<file path="src/rtl/phase_adj_pkg.sv">
`default_nettype none
// ============================================================================
// Module      : phase_adj_pkg
// Description : Shared definitions for the multi-channel phase adjuster:
//               active-low 7-segment glyphs (bit 6 = g ... bit 0 = a),
//               hex-to-glyph lookup and the last-direction type.
// Revision    : 1.0 - initial release
// ============================================================================
package phase_adj_pkg;

  localparam logic [6:0] SEG_0     = 7'b1000000;
  localparam logic [6:0] SEG_1     = 7'b1111001;
  localparam logic [6:0] SEG_2     = 7'b0100100;
  localparam logic [6:0] SEG_3     = 7'b0110000;
  localparam logic [6:0] SEG_4     = 7'b0011001;
  localparam logic [6:0] SEG_5     = 7'b0010010;
  localparam logic [6:0] SEG_6     = 7'b0000010;
  localparam logic [6:0] SEG_7     = 7'b1111000;
  localparam logic [6:0] SEG_8     = 7'b0000000;
  localparam logic [6:0] SEG_9     = 7'b0010000;
  localparam logic [6:0] SEG_A     = 7'b0001000;
  localparam logic [6:0] SEG_B     = 7'b0000011;
  localparam logic [6:0] SEG_C     = 7'b1000110;
  localparam logic [6:0] SEG_D     = 7'b0100001;
  localparam logic [6:0] SEG_E     = 7'b0000110;
  localparam logic [6:0] SEG_F     = 7'b0001110;
  localparam logic [6:0] SEG_DASH  = 7'b0111111;
  localparam logic [6:0] SEG_BLANK = 7'b1111111;

  typedef enum logic [1:0] {
    DIR_NONE = 2'd0,
    DIR_UP   = 2'd1,
    DIR_DN   = 2'd2
  } dir_e;

  function automatic logic [6:0] hex_to_seg(input logic [3:0] i_val);
    logic [6:0] w_seg;
    case (i_val)
      4'h0:    w_seg = SEG_0;
      4'h1:    w_seg = SEG_1;
      4'h2:    w_seg = SEG_2;
      4'h3:    w_seg = SEG_3;
      4'h4:    w_seg = SEG_4;
      4'h5:    w_seg = SEG_5;
      4'h6:    w_seg = SEG_6;
      4'h7:    w_seg = SEG_7;
      4'h8:    w_seg = SEG_8;
      4'h9:    w_seg = SEG_9;
      4'hA:    w_seg = SEG_A;
      4'hB:    w_seg = SEG_B;
      4'hC:    w_seg = SEG_C;
      4'hD:    w_seg = SEG_D;
      4'hE:    w_seg = SEG_E;
      default: w_seg = SEG_F;
    endcase
    return w_seg;
  endfunction

endpackage
`default_nettype wire

</file>
<file path="src/rtl/btn_fall_sync.sv">
`default_nettype none
// ============================================================================
// Module      : btn_fall_sync
// Description : 2-FF synchroniser for a raw active-low push-button followed by
//               a registered falling-edge detector producing a one-cycle
//               press pulse.
// Ports       : i_clk   - system clock
//               i_rst_n - asynchronous active-low reset
//               i_btn_n - raw active-low button
//               o_press - one-cycle press pulse
// Revision    : 1.0 - initial release
// ============================================================================
module btn_fall_sync (
  input  logic i_clk,
  input  logic i_rst_n,
  input  logic i_btn_n,
  output logic o_press
);

  logic r_s0;
  logic r_s1;
  logic r_prev;
  logic r_v0;
  logic r_v1;
  logic r_armed;
  logic r_press;

  // r_v0/r_v1 track when r_s1 holds a genuinely sampled level rather than its
  // reset value. The detector only arms after a real released level has been
  // seen, so a button held through reset release stays silent until it is
  // released and pressed again.
  always_ff @(posedge i_clk or negedge i_rst_n) begin
    if (!i_rst_n) begin
      r_s0    <= 1'b1;
      r_s1    <= 1'b1;
      r_prev  <= 1'b1;
      r_v0    <= 1'b0;
      r_v1    <= 1'b0;
      r_armed <= 1'b0;
      r_press <= 1'b0;
    end else begin
      r_s0    <= i_btn_n;
      r_s1    <= r_s0;
      r_prev  <= r_s1;
      r_v0    <= 1'b1;
      r_v1    <= r_v0;
      r_armed <= r_armed | (r_v1 & r_s1);
      r_press <= r_armed & r_prev & ~r_s1;
    end
  end

  assign o_press = r_press;

endmodule
`default_nettype wire

</file>
<file path="src/rtl/ctr_phase_adjust_multi.sv">
`default_nettype none
// ============================================================================
// Module      : ctr_phase_adjust_multi
// Description : Button-driven phase controller for N_CH wave channels. Four
//               debounced-edge buttons select a channel, cycle a power-of-two
//               step exponent and add/subtract the step from the selected
//               phase register in wrap or saturate mode. Drives three
//               active-low 7-segment status digits.
// Ports       : i_clk, i_rst_n           - clock, async active-low reset
//               i_en                     - 1 = buttons act, 0 = state held
//               i_mode_sat               - 0 = modulo wrap, 1 = saturate
//               i_btn_ch/step/up/dn      - raw active-low buttons
//               o_phase                  - packed phase words
//               o_upd, o_upd_ch          - change pulse, last changed channel
//               o_hex_0/1/2              - channel, exponent, direction digits
// Revision    : 1.0 - initial release
// ============================================================================
module ctr_phase_adjust_multi
  import phase_adj_pkg::*;
#(
  parameter int N_CH       = 4,
  parameter int PHASE_W    = 9,
  parameter int STEP_EXP_W = 3,
  parameter int SIZE_SEG   = 7,
  localparam int CH_W      = (N_CH > 1) ? $clog2(N_CH) : 1
) (
  input  logic                      i_clk,
  input  logic                      i_rst_n,
  input  logic                      i_en,
  input  logic                      i_mode_sat,
  input  logic                      i_btn_ch,
  input  logic                      i_btn_step,
  input  logic                      i_btn_up,
  input  logic                      i_btn_dn,
  output logic [N_CH*PHASE_W-1:0]   o_phase,
  output logic                      o_upd,
  output logic [CH_W-1:0]           o_upd_ch,
  output logic [SIZE_SEG-1:0]       o_hex_0,
  output logic [SIZE_SEG-1:0]       o_hex_1,
  output logic [SIZE_SEG-1:0]       o_hex_2
);

  // Exponent cycles over 0..min(2^STEP_EXP_W, PHASE_W)-1
  localparam int EXP_LIM = ((1 << STEP_EXP_W) < PHASE_W) ? (1 << STEP_EXP_W) : PHASE_W;
  localparam logic [STEP_EXP_W-1:0] EXP_MAX = STEP_EXP_W'(EXP_LIM - 1);
  localparam logic [CH_W-1:0]       CH_MAX  = CH_W'(N_CH - 1);

  // --------------------------------------------------------------------------
  // Button conditioning: index 0 = ch, 1 = step, 2 = up, 3 = dn
  // --------------------------------------------------------------------------
  logic [3:0] w_btn_raw;
  logic [3:0] w_press;
  logic [3:0] w_go;

  assign w_btn_raw = {i_btn_dn, i_btn_up, i_btn_step, i_btn_ch};

  generate
    for (genvar b = 0; b < 4; b++) begin : g_btn
      btn_fall_sync u_btn (
        .i_clk   (i_clk),
        .i_rst_n (i_rst_n),
        .i_btn_n (w_btn_raw[b]),
        .o_press (w_press[b])
      );
    end
  endgenerate

  assign w_go = w_press & {4{i_en}};

  // --------------------------------------------------------------------------
  // State
  // --------------------------------------------------------------------------
  logic [PHASE_W-1:0]    r_phase [N_CH];
  logic [CH_W-1:0]       r_sel_ch;
  logic [STEP_EXP_W-1:0] r_exp;
  dir_e                  r_dir;
  logic                  r_upd;
  logic [CH_W-1:0]       r_upd_ch;
  logic [SIZE_SEG-1:0]   r_hex_0;
  logic [SIZE_SEG-1:0]   r_hex_1;
  logic [SIZE_SEG-1:0]   r_hex_2;

  // --------------------------------------------------------------------------
  // Shared adder/clamp on the selected channel, carried in PHASE_W+1 bits so
  // the top bit flags overflow (up) or borrow (down).
  // --------------------------------------------------------------------------
  logic                  w_adj;
  logic [PHASE_W-1:0]    w_cur;
  logic [PHASE_W:0]      w_step;
  logic [PHASE_W:0]      w_sum;
  logic [PHASE_W:0]      w_diff;
  logic [PHASE_W-1:0]    w_nxt;
  logic                  w_chg;
  logic [CH_W-1:0]       w_sel_nxt;
  logic [STEP_EXP_W-1:0] w_exp_nxt;
  dir_e                  w_dir_nxt;

  assign w_adj  = w_go[2] ^ w_go[3];
  assign w_cur  = r_phase[r_sel_ch];
  assign w_step = (PHASE_W + 1)'(1) << r_exp;
  assign w_sum  = {1'b0, w_cur} + w_step;
  assign w_diff = {1'b0, w_cur} - w_step;

  always_comb begin
    w_nxt = w_cur;
    if (w_adj) begin
      if (w_go[2]) begin
        w_nxt = (i_mode_sat && w_sum[PHASE_W]) ? {PHASE_W{1'b1}} : w_sum[PHASE_W-1:0];
      end else begin
        w_nxt = (i_mode_sat && w_diff[PHASE_W]) ? {PHASE_W{1'b0}} : w_diff[PHASE_W-1:0];
      end
    end
  end

  // A saturated no-op leaves the stored value alone and raises no pulse
  assign w_chg = w_adj && (w_nxt != w_cur);

  always_comb begin
    w_sel_nxt = r_sel_ch;
    w_exp_nxt = r_exp;
    w_dir_nxt = r_dir;
    if (w_go[0]) begin
      w_sel_nxt = (r_sel_ch == CH_MAX) ? '0 : r_sel_ch + 1'b1;
    end
    if (w_go[1]) begin
      w_exp_nxt = (r_exp == EXP_MAX) ? '0 : r_exp + 1'b1;
    end
    if (w_adj) begin
      w_dir_nxt = w_go[2] ? DIR_UP : DIR_DN;
    end
  end

  // Adjustment always targets the channel/exponent in effect before this
  // cycle's ch/step presses; the new selection takes effect next cycle.
  always_ff @(posedge i_clk or negedge i_rst_n) begin
    if (!i_rst_n) begin
      for (int c = 0; c < N_CH; c++) begin
        r_phase[c] <= '0;
      end
      r_sel_ch <= '0;
      r_exp    <= '0;
      r_dir    <= DIR_NONE;
      r_upd    <= 1'b0;
      r_upd_ch <= '0;
      r_hex_0  <= SIZE_SEG'(SEG_0);
      r_hex_1  <= SIZE_SEG'(SEG_0);
      r_hex_2  <= SIZE_SEG'(SEG_BLANK);
    end else begin
      if (w_chg) begin
        r_phase[r_sel_ch] <= w_nxt;
        r_upd_ch          <= r_sel_ch;
      end
      r_upd    <= w_chg;
      r_sel_ch <= w_sel_nxt;
      r_exp    <= w_exp_nxt;
      r_dir    <= w_dir_nxt;
      r_hex_0  <= SIZE_SEG'(hex_to_seg(4'(w_sel_nxt)));
      r_hex_1  <= SIZE_SEG'(hex_to_seg(4'(w_exp_nxt)));
      r_hex_2  <= (w_dir_nxt == DIR_DN) ? SIZE_SEG'(SEG_DASH) : SIZE_SEG'(SEG_BLANK);
    end
  end

  // --------------------------------------------------------------------------
  // Outputs
  // --------------------------------------------------------------------------
  generate
    for (genvar c = 0; c < N_CH; c++) begin : g_pack
      assign o_phase[c*PHASE_W +: PHASE_W] = r_phase[c];
    end
  endgenerate

  assign o_upd    = r_upd;
  assign o_upd_ch = r_upd_ch;
  assign o_hex_0  = r_hex_0;
  assign o_hex_1  = r_hex_1;
  assign o_hex_2  = r_hex_2;

endmodule
`default_nettype wire

</file>
<file path="config.mk">
export PLATFORM = sky130hd
export DESIGN_NAME = ctr_phase_adjust_multi
export DESIGN_NICKNAME = d
export VERILOG_FILES = /design/src/rtl/phase_adj_pkg.sv /design/src/rtl/btn_fall_sync.sv /design/src/rtl/ctr_phase_adjust_multi.sv
export SDC_FILE = /design/constraint.sdc
export NUM_CORES = 1
export LEC_CHECK = 0
export BUFFER_PORTS_ARGS = -buffer_cell sky130_fd_sc_hd__buf_2
export CORE_ASPECT_RATIO = 0.8
export CORE_MARGIN = 1
export CORE_UTILIZATION = 58
export DETAILED_ROUTE_END_ITERATION = 7
export PLACE_DENSITY = 0.79
export SLEW_MARGIN = 10
export SYNTH_ARGS = -nofsm -noshare
export SYNTH_HDL_FRONTEND = slang
export SYNTH_SLANG_ARGS = --single-unit
export TNS_END_PERCENT = 5
</file>
<file path="constraint.sdc">
create_clock -name i_clk -period 5.1 [get_ports i_clk]
set_clock_uncertainty 0.15 [all_clocks]
set_input_delay 0.51 -clock i_clk [delete_from_list [all_inputs] [get_ports i_clk]]
set_output_delay 0.51 -clock i_clk [all_outputs]
set_load 0.01 [all_outputs]
</file>
==> results of run 1 <==
## path summary, 6_finish.rpt
check | startpoint | end | slack, ns | cells after the start
min in group asynchronous | i_rst_n | o_phase[4] | 0.14 | 1
worst max-delay path | r_sel_ch[0] | o_phase[7] | 0.13 | 13
max in group asynchronous | i_rst_n | r_exp[1] | 4.03 | 1
worst max register to register | r_sel_ch[0] | o_phase[7] | 0.13 | 13
worst min-delay path | i_btn_up | g_btn[2].u_btn.r_s0 | 0.08 | 1
worst min register to register | g_btn[1].u_btn.r_s0 | g_btn[1].u_btn.r_s1 | 0.21 | 0
## layout make-up
type                       count  area, sq um  area share
clock buffer                   9          124      0.0234
clock inverter                 7          108      0.0203
inverter                      62          233      0.0439
multi-input combinational    279         2270       0.428
sequential                    80         2020       0.382
tap                          105          131      0.0248
timing repair buffer          73          413      0.0780
## stage by stage
stage	utilization	cells	worst slack (ns)
after global routing	0.700	615	0.00567
after detailed placement	0.668	599	0.109
after floorplan	-	446	0.491
after CTS	0.699	615	0.0689
after global placement	0.668	599	0.0272
final	0.700	615	0.129
## synth_stat cells, types with 6 or more instances
library cell	n
nor2_1	24
ha_1	31
a21o_1	8
inv_1	61
mux4_2	9
mux2i_1	35
a21oi_1	20
nand3_1	6
nand2_1	30
buf_2	6
dfstp_2	15
mux2_2	7
buf_4	13
dfrtp_1	65
nor2b_1	6
o21ai_0	6
## critical path: stages (launching register included)
cell and delay [ns]:
dfrtp_1 0.54, buf_12 0.20, mux4_2 0.60, ha_1 0.50, nand3_1 0.15, nor2_1 0.22
or3b_1 0.29, a21oi_1 0.15, a211o_1 0.35, a222oi_1 0.51, o2111ai_2 0.29, o21ai_1 0.45
buf_4 0.24, mux2i_1 0.21
## logic make-up (layout without fill, tap and decap cells)
kind of cell | Yosys count | after routing
AO/OA/AOI/OAI | 81 | 81
XOR/XNOR | 6 | 6
AND/OR/NAND/NOR | 96 | 96
adder cells (fa/ha/maj) | 33 | 33
buffers and inverters | 87 | 151
multiplexers | 55 | 55
flip-flops | 80 | 80
other | 2 | 8
## registers in the layout (all words and copies together), names as in the netlist
name,count
o_upd,1
o_hex_1,7
r_sel_ch,2
g_btn.u_btn.r_prev,4
g_btn.u_btn.r_armed,4
r_exp,3
g_btn.u_btn.r_v0,1
g_btn.u_btn.r_v1,1
o_phase,36
g_btn.u_btn.r_s1,4
o_hex_2,1
g_btn.u_btn.r_s0,4
g_btn.u_btn.o_press,4
o_upd_ch,2
r_dir,2
o_hex_0,4
## repair_timing
action	4_1_cts	5_1_grt
gates resized for setup	0	3
hold buffers	0	0
endpoints found under the setup margin	0	36
## metal layers
metal	wire length [um]	vias up
met5	0	-
met4	190	0
met3	1080	23
met2	5010	208
met1	5030	1767
li1	-	1635
==> flow_metrics.env, run 1 <==
export IMPL_cp_start_kind="flip-flop"
export IMPL_relSlewSlack=0.351
export IMPL_clk_path_buf_depth=2
export IMPL_grt_max_degree=81
export IMPL_layout_commonest_cell="dfrtp_1"
export IMPL_syn_area_per_cell_sq_um=10.5
export IMPL_die_area_sq_mm=0.00836
export IMPL_setup_viol=0
export IMPL_drt_iter0_markers=415
export IMPL_drive_gt1_frac=0.261
export IMPL_max_freq_mhz=201
export IMPL_diodes=0
export IMPL_synth_fa_ha_area_frac=0.0923
export IMPL_hold_viol=0
export IMPL_cts_sinks=80
export IMPL_start_util=0.613
export IMPL_die_x_um=102
export IMPL_status="completed"
export IMPL_met3_usage=0.0681
export IMPL_finalWirelength_um=11300
export IMPL_groute_usage_overall=0.284
export IMPL_fin_crit_ns=4.97
export IMPL_synth_top_family_by_area="multiplexers"
export IMPL_io_buffers=60
export IMPL_worstPathArrival_ns=5.10
export IMPL_synth_area_sq_mm=0.00464
export IMPL_synth_flop_cell="dfrtp_1"
export IMPL_synth_edf_count=0
export IMPL_async_flop_share=1.00
export IMPL_n_fill_cell=578
export IMPL_synth_seq_cells=80
export IMPL_drc=0
export IMPL_required_ns=5.23
export IMPL_grt_setup_unrepaired="no"
export IMPL_worst_pin_slew_ns=0.973
export IMPL_grt_pass1_vias=3294
export IMPL_grt_pass1_wl_um=17400
export IMPL_cap_violations=0
export IMPL_dpl_hpwl_um=8550
export IMPL_holdWs_ns=0.0844
export IMPL_cp_end_kind="flip-flop"
export IMPL_worstHoldPathType="in2reg"
export IMPL_criticalPathCategory="reg2reg"
export IMPL_cts_setup_buffers=0
export IMPL_die_y_um=82.0
export IMPL_rows=28
export IMPL_overflow=0
export IMPL_synthCells=440
export IMPL_layout_worst_path_cycle_share=0.975
export IMPL_post_dp_cell_area_sq_mm=0.00505
export IMPL_tritoncts="yes"
export IMPL_vias=3633
export IMPL_cts_buffers_inserted=9
export IMPL_io_pins=68
export IMPL_dr_pass1_iters=6
export IMPL_yosysSeqAreaShare=0.436
export IMPL_synth_top_area_frac=0.351
export IMPL_ant_nets=0
export IMPL_place_gp_congestion=0.962
export IMPL_synth_simple_gate_area_frac=0.0995
export IMPL_antenna_found_initial=0
export IMPL_syn2layout_area_growth_pct=14.2
export IMPL_fin_setup_tns_ns=0
export IMPL_clockRootBuffer="clkbuf_8"
export IMPL_critPathMaxFanout=14
export IMPL_layout_common_cells="dfrtp_1, inv_1, buf_2, mux2i_1, ha_1"
export IMPL_met2_usage=0.408
export IMPL_grt_busiest_layer="met1"
export IMPL_design_area_sq_mm=0.00530
export IMPL_insertion_delay_ns=0.37
export IMPL_cts_htree_levels=3
export IMPL_fin_nets=546
export IMPL_yosysTopAreaCell="dfrtp_1"
export IMPL_wl_per_cell_um=18.4
export IMPL_synth_compound_area_share=0.131
export IMPL_synthXorXnorAreaFrac=0.0113
export IMPL_synth_warnings=0
export IMPL_avgViaCountPerCell=5.91
export IMPL_grtUsageMet1=0.423
export IMPL_yosysUniqueCellTypes=63
export IMPL_synth_area_top_cells="dfrtp_1, dfstp_2, ha_1"
export IMPL_path_clk_slew_ns=0.10
export IMPL_drv_slew=0
export IMPL_core_area_sq_mm=0.00757
export IMPL_synthMuxAreaShare=0.146
Power of run 1 is left out: the tool's default activity adds up to more than one toggle a clock period on the data nets, which glitch-free logic cannot reach.
==> inputs of run 2 (changes only) <==
--- a/config.mk
+++ b/config.mk
@@ -14,5 +14,6 @@
 export SLEW_MARGIN = 10
 export SYNTH_ARGS = -nofsm -noshare
 export SYNTH_HDL_FRONTEND = slang
+export SYNTH_HIERARCHICAL = 1
 export SYNTH_SLANG_ARGS = --single-unit
 export TNS_END_PERCENT = 5
==> run 2 against run 1 <==
Fmax is 2.0% higher. Flip-flop and latch count is 6 higher. Critical path type unchanged. Non-clock buffer count stayed put. First-iteration DRC count is 30% lower. Final area is 1.7% higher. Count of clock-buffer cells in the layout stayed put.
==> flow_metrics.env, run 2 <==
export IMPL_status="completed"
export IMPL_drv_slew=0
export IMPL_clockRootBuffer="clkbuf_8"
export IMPL_hold_viol=0
export IMPL_post_dp_cell_area_sq_mm=0.00516
export IMPL_synth_flop_cell="dfrtp_1"
export IMPL_io_buffers=60
export IMPL_synth_area_sq_mm=0.00471
export IMPL_clk_path_buf_depth=2
export IMPL_dr_pass1_iters=5
export IMPL_critPathMaxFanout=8
export IMPL_cts_hold_buffers=0
export IMPL_vdd_drop_max_mv=0.316
export IMPL_power_per_cell_area_mw_per_mm2=758
export IMPL_io_pins=68
export IMPL_die_y_um=82.6
export IMPL_diodes=0
export IMPL_layout_worst_path_cycle_share=0.956
export IMPL_synth_seq_cells=86
export IMPL_synthCells=411
export IMPL_cts_htree_levels=3
export IMPL_fin_nets=522
export IMPL_criticalPathCategory="reg2reg"
export IMPL_r2r_cells=14
export IMPL_start_util=0.596
export IMPL_synth_top_area_frac=0.377
export IMPL_grt_setup_unrepaired="no"
export IMPL_synthMostInstantiatedCell="dfrtp_1"
export IMPL_synth_common_cells="dfrtp_1, mux2_2, ha_1"
export IMPL_hp_start="i_btn_up"
export IMPL_cts_setup_buffers=0
export IMPL_synth_warnings=6
export IMPL_synth_edf_count=0
export IMPL_yosysTopAreaCell="dfrtp_1"
export IMPL_yosysUniqueCellTypes=59
export IMPL_worst_pin_slew_ns=1.03
export IMPL_drt_iter0_markers=291
export IMPL_largest_register_ffs=36
export IMPL_place_gp_congestion=0.944
export IMPL_rows=29
export IMPL_hold_end="g_btn[2].u_btn/r_s0"
export IMPL_synth_top_family_by_area="multiplexers"
export IMPL_cts_resized=0
export IMPL_grt_pass1_wl_um=16500
export IMPL_fin_setup_tns_ns=0
export IMPL_leakagePower_nw=2.54
export IMPL_die_area_sq_mm=0.00850
export IMPL_dp_cells=578
export IMPL_syn_area_per_cell_sq_um=11.5
export IMPL_synthMuxAreaShare=0.149
export IMPL_drc=0
export IMPL_cp_start_kind="flip-flop"
export IMPL_rrSetupSlack_ns=0.23
export IMPL_tritoncts="yes"
export IMPL_syn2layout_area_growth_pct=14.2
export IMPL_synth_area_top_cells="dfrtp_1, mux2_2, dfstp_2"
export IMPL_n_fill_cell=623
export IMPL_worstHoldPathType="in2reg"
export IMPL_r2r_end="o_phase[8]"
export IMPL_cts_sinks=86
export IMPL_dpl_hpwl_um=7850
export IMPL_core_area_sq_mm=0.00791
export IMPL_cts_buffers_inserted=9
export IMPL_avgViaCountPerCell=5.79
export IMPL_relSlewSlack=0.316
export IMPL_grt_max_degree=87
export IMPL_setup_ws_ns=0.225
export IMPL_groute_usage_overall=0.263
export IMPL_holdWs_ns=0.0930
export IMPL_vias=3439
export IMPL_cap_violations=0
export IMPL_layout_commonest_cell="dfrtp_1"
export IMPL_finalWirelength_um=10300
export IMPL_stdcell_count=594
export IMPL_path_clk_slew_ns=0.09
export IMPL_insertion_delay_ns=0.36
export IMPL_max_freq_mhz=205
export IMPL_place_ws_ns=0.109
export IMPL_antenna_found_initial=0
export IMPL_overflow=0
export IMPL_whs_path_depth=1
export IMPL_grt_pass1_vias=3232
export IMPL_wl_per_cell_um=17.4
export IMPL_synth_fa_ha_area_frac=0.0908
export IMPL_design_area_sq_mm=0.00538
export IMPL_die_x_um=103
export IMPL_setup_viol=0
export IMPL_async_flop_share=1.00
export IMPL_yosysSeqAreaShare=0.460
export IMPL_fin_crit_ns=4.87
export IMPL_ant_nets=0
export IMPL_drive_gt1_frac=0.342
export IMPL_synth_simple_gate_area_frac=0.101
export IMPL_synth_compound_area_share=0.133
export IMPL_r2r_start="r_sel_ch[1]"
export IMPL_required_ns=5.20
export IMPL_worstPathArrival_ns=4.97
export IMPL_synthXorXnorAreaFrac=0.0149
export IMPL_layout_common_cells="dfrtp_1, buf_2, mux2_2, ha_1, inv_1"
export IMPL_cp_end_kind="flip-flop"
run 2: cell types whose count changed after synthesis, sizes merged, moves of 6 or more:
cell | before | now
mux2i | 35 | 5
buf | 20 | 11
nand2 | 30 | 24
mux2 | 11 | 42
dfrtp | 65 | 71
inv | 62 | 30
run 2: logic make-up (layout without fill, tap and decap cells):
family / count (synthesis) / after routing
and+or+nand+nor: 91 / 91
DFF: 86 / 86
xor gates and xnor gates: 8 / 8
buffers and inverters: 49 / 119
adders and majority gates: 33 / 33
other: 6 / 11
muxes: 55 / 55
AOI/OAI and AO/OA: 83 / 83
run 2: how the worst max path moves through the flow:
stage / from / endpoint / slack, ns / depth (start not counted)
after floorplan: o_hex_0[4] / o_phase[0] / 0.46 / 13
after global placement: o_hex_0[4] / o_phase[23] / 0.25 / 14
after detailed placement: o_hex_0[4] / o_phase[21] / 0.11 / 14
after CTS: o_hex_0[4] / o_phase[24] / 0.05 / 14
after global routing: r_sel_ch[1] / o_phase[5] / 0.06 / 16
final: r_sel_ch[1] / o_phase[8] / 0.23 / 14
run 2: where the power goes:
| part | internal (W) | total (W) | switching [W] |
|---|---|---|---|
| Combinational | 0.00110 | 0.00253 | 0.00144 |
| Sequential | 0.000904 | 0.00105 | 0.000145 |
| Clock | 0.000234 | 0.000500 | 0.000265 |
| Total | 0.00223 | 0.00408 | 0.00185 |
run 2: critical path, cell delays in order, from the launching register on:
cell       delay [ns]
dfrtp_1          0.41
mux2_2           0.35
o21ai_0          0.38
inv_1            0.19
ha_1             0.46
inv_1            0.11
a221o_1          0.40
o211ai_1         0.45
nand3_1          0.24
mux2i_1          0.24
o221ai_1         0.21
a2111oi_4        0.53
a21boi_2         0.15
buf_4            0.21
mux2_2           0.28
run 2: layout make-up:
class / instances / area [sq um] / area share
tap: 108 / 135 / 0.0251
clock buffer: 9 / 124 / 0.0230
sequential: 86 / 2170 / 0.403
timing repair buffer: 73 / 400 / 0.0744
inverter: 30 / 113 / 0.0209
clock inverter: 7 / 80.1 / 0.0149
multi-input combinational: 281 / 2360 / 0.438
run 2: stage by stage:
step,power (W),utilization
finish,0.00408,0.681
global route,0.00436,0.681
CTS,0.00403,0.679
detailed placement,0.00352,0.653
global placement,0.00347,0.653
floorplan,0.00277,-
run 2: routing by layer:
layer	up-vias	part of all wire	track usage	routed length (um)
met5	-	0	0	0
met4	0	0.016	0.0746	169
met3	22	0.076	0.0657	790
met2	157	0.44	0.408	4580
met1	1672	0.46	0.368	4810
li1	1588	-	-	-
(Power assumes the default switching activity.)
==> inputs of run 3 (changes only) <==
--- a/config.mk
+++ b/config.mk
@@ -11,9 +11,9 @@
 export CORE_UTILIZATION = 58
 export DETAILED_ROUTE_END_ITERATION = 7
 export PLACE_DENSITY = 0.79
+export RECOVER_POWER = 25
 export SLEW_MARGIN = 10
 export SYNTH_ARGS = -nofsm -noshare
 export SYNTH_HDL_FRONTEND = slang
-export SYNTH_HIERARCHICAL = 1
 export SYNTH_SLANG_ARGS = --single-unit
 export TNS_END_PERCENT = 5
==> run 3 against run 2 <==
The flow now finishes with violations (max-capacitance violations, max-slew violations). Flip-flop and latch count down 6. First-iteration DRC count up 23%. Via count up 4.7%. Sequential share of layout area down 2.2 points. Register-to-register slack worse by 0.03 ns. Global-route usage up 2.2 points. Hold slack worse by 0.0098 ns. Final cell count up 3.5%. Critical path type unchanged. Highest routed layer unchanged.
==> flow_metrics.env, run 3 (same netlist as run 1, synthesis figures left out) <==
export IMPL_dpl_hpwl_um=8550
export IMPL_grt_setup_unrepaired="no"
export IMPL_cts_buffers_inserted=9
export IMPL_insertion_delay_ns=0.37
export IMPL_fin_nets=546
export IMPL_violations="max-capacitance violations, max-slew violations"
export IMPL_ant_nets=0
export IMPL_drt_iter0_markers=358
export IMPL_relSlewSlack=-1.75
export IMPL_n_fill_cell=580
export IMPL_setup_viol=0
export IMPL_wl_per_cell_um=18.2
export IMPL_finalWirelength_um=11200
export IMPL_cp_start_kind="flip-flop"
export IMPL_vias=3600
export IMPL_seqCellArea_sq_mm=0.00202
export IMPL_drc=0
export IMPL_grt_pass1_vias=3294
export IMPL_status="finished, violations left"
export IMPL_antenna_found_initial=0
export IMPL_io_buffers=60
export IMPL_dr_pass1_iters=5
export IMPL_die_area_sq_mm=0.00836
export IMPL_max_stage_delay_ns=0.60
export IMPL_required_ns=5.23
export IMPL_rows=28
export IMPL_io_pins=68
export IMPL_start_util=0.613
export IMPL_drive_gt1_frac=0.251
export IMPL_worstPathArrival_ns=5.03
export IMPL_core_area_sq_mm=0.00757
export IMPL_critPathMaxFanout=14
export IMPL_layout_common_cells="dfrtp_1, inv_1, buf_2, mux2i_1, ha_1"
export IMPL_tritoncts="yes"
export IMPL_drv_slew=81
export IMPL_groute_usage_overall=0.284
export IMPL_cp_slowest_cell="mux4_2"
export IMPL_hold_viol=0
export IMPL_syn2layout_area_growth_pct=14.1
export IMPL_largest_register_ffs=36
export IMPL_cts_sinks=80
export IMPL_worst_pin_slew_ns=4.13
export IMPL_place_gp_congestion=0.962
export IMPL_fin_crit_ns=4.90
export IMPL_crit_chain="buf_12, mux4_2, ha_1, nand3_1, nor2_1, or3b_1, a21oi_1, a211o_1, a222oi_1, o2111ai_2, o21ai_1, buf_4, mux2i_1"
export IMPL_clk_path_buf_depth=2
export IMPL_fin_setup_tns_ns=0
export IMPL_worstHoldPathType="in2reg"
export IMPL_overflow=0
export IMPL_clockRootBuffer="clkbuf_8"
export IMPL_cts_htree_levels=3
export IMPL_layout_commonest_cell="dfrtp_1"
export IMPL_layout_worst_path_cycle_share=0.961
export IMPL_die_y_um=82.0
export IMPL_grt_pass1_wl_um=17400
export IMPL_diodes=0
export IMPL_cap_violations=1
export IMPL_max_freq_mhz=204
export IMPL_avgViaCountPerCell=5.85
export IMPL_cp_end_kind="flip-flop"
export IMPL_die_x_um=102
export IMPL_multiInputGateArea_sq_mm=0.00227
export IMPL_path_clk_slew_ns=0.10
export IMPL_criticalPathCategory="reg2reg"
export IMPL_grt_max_degree=81
[run 3: cell types whose count changed in the layout (fill, tap and decap cells not counted), sizes merged, moves of 3 or more]
cell	change
nand2	+6
a21boi	-4
inv	+33
nand3	+3
conb	-3
dfrtp	-6
xnor2	-3
clkinv	-3
and3b	-5
mux2i	+30
o221ai	-4
mux2	-31
nor2	+4
o21a	-3
[run 3: critical path: cells and delay by family (launching register included)]
| kind | cells | cell delay, ns |
|---|---|---|
| AO/OA/AOI/OAI | 5 | 1.70 |
| adder cells (fa/ha/maj) | 1 | 0.49 |
| buffers and inverters | 2 | 0.43 |
| flip-flops | 1 | 0.54 |
| multiplexers | 2 | 0.81 |
| AND/OR/NAND/NOR | 3 | 0.66 |
[run 3: metal layers]
| metal | track usage | share of wire | vias up |
|---|---|---|---|
| li1 | - | - | 1632 |
| met1 | 0.423 | 0.46 | 1766 |
| met2 | 0.408 | 0.44 | 179 |
| met3 | 0.0681 | 0.083 | 23 |
| met4 | 0.0929 | 0.018 | 0 |
| met5 | 0 | 0 | - |
[run 3: worst paths after layout]
path | from | to | slack (ns) | cells after the start
max | r_sel_ch[0] | o_phase[7] | 0.20 | 13
min | i_btn_up | g_btn[2].u_btn.r_s0 | 0.08 | 1
max reg2reg | r_sel_ch[0] | o_phase[7] | 0.20 | 13
min reg2reg | g_btn[1].u_btn.r_s0 | g_btn[1].u_btn.r_s1 | 0.22 | 0
max in group asynchronous | i_rst_n | o_hex_1[2] | 1.03 | 1
min in group asynchronous | i_rst_n | o_phase[4] | 1.42 | 1
[run 3: metrics by stage]
stage / worst slack, ns / hold WS (ns) / utilization / instances / area [sq um]
final: 0.198 / 0.0832 / 0.699 / 615 / 5290
after global routing: 0.00562 / 0.0739 / 0.699 / 615 / 5290
after CTS: 0.0689 / 0.0769 / 0.699 / 615 / 5290
after detailed placement: 0.109 / 0.197 / 0.668 / 599 / 5050
after global placement: 0.0272 / 0.182 / 0.668 / 599 / 5050
after floorplan: 0.491 / 0.0644 / - / 446 / 4660
[run 3: what timing repair did]
action,CTS,global route
setup buffers,0,0
setup endpoints to repair,0,36
hold buffers,0,0
resized for setup,0,3
[run 3: cell type report]
cell class              instances  share of cell area
well taps                     105              0.0248
clock inverters                 7              0.0203
clock buffers                   9              0.0234
flip-flops and latches         80               0.382
multi-input cells             279               0.428
inverters                      62              0.0440
repair buffers                 73              0.0773
Power of run 3 is left out for the same reason.
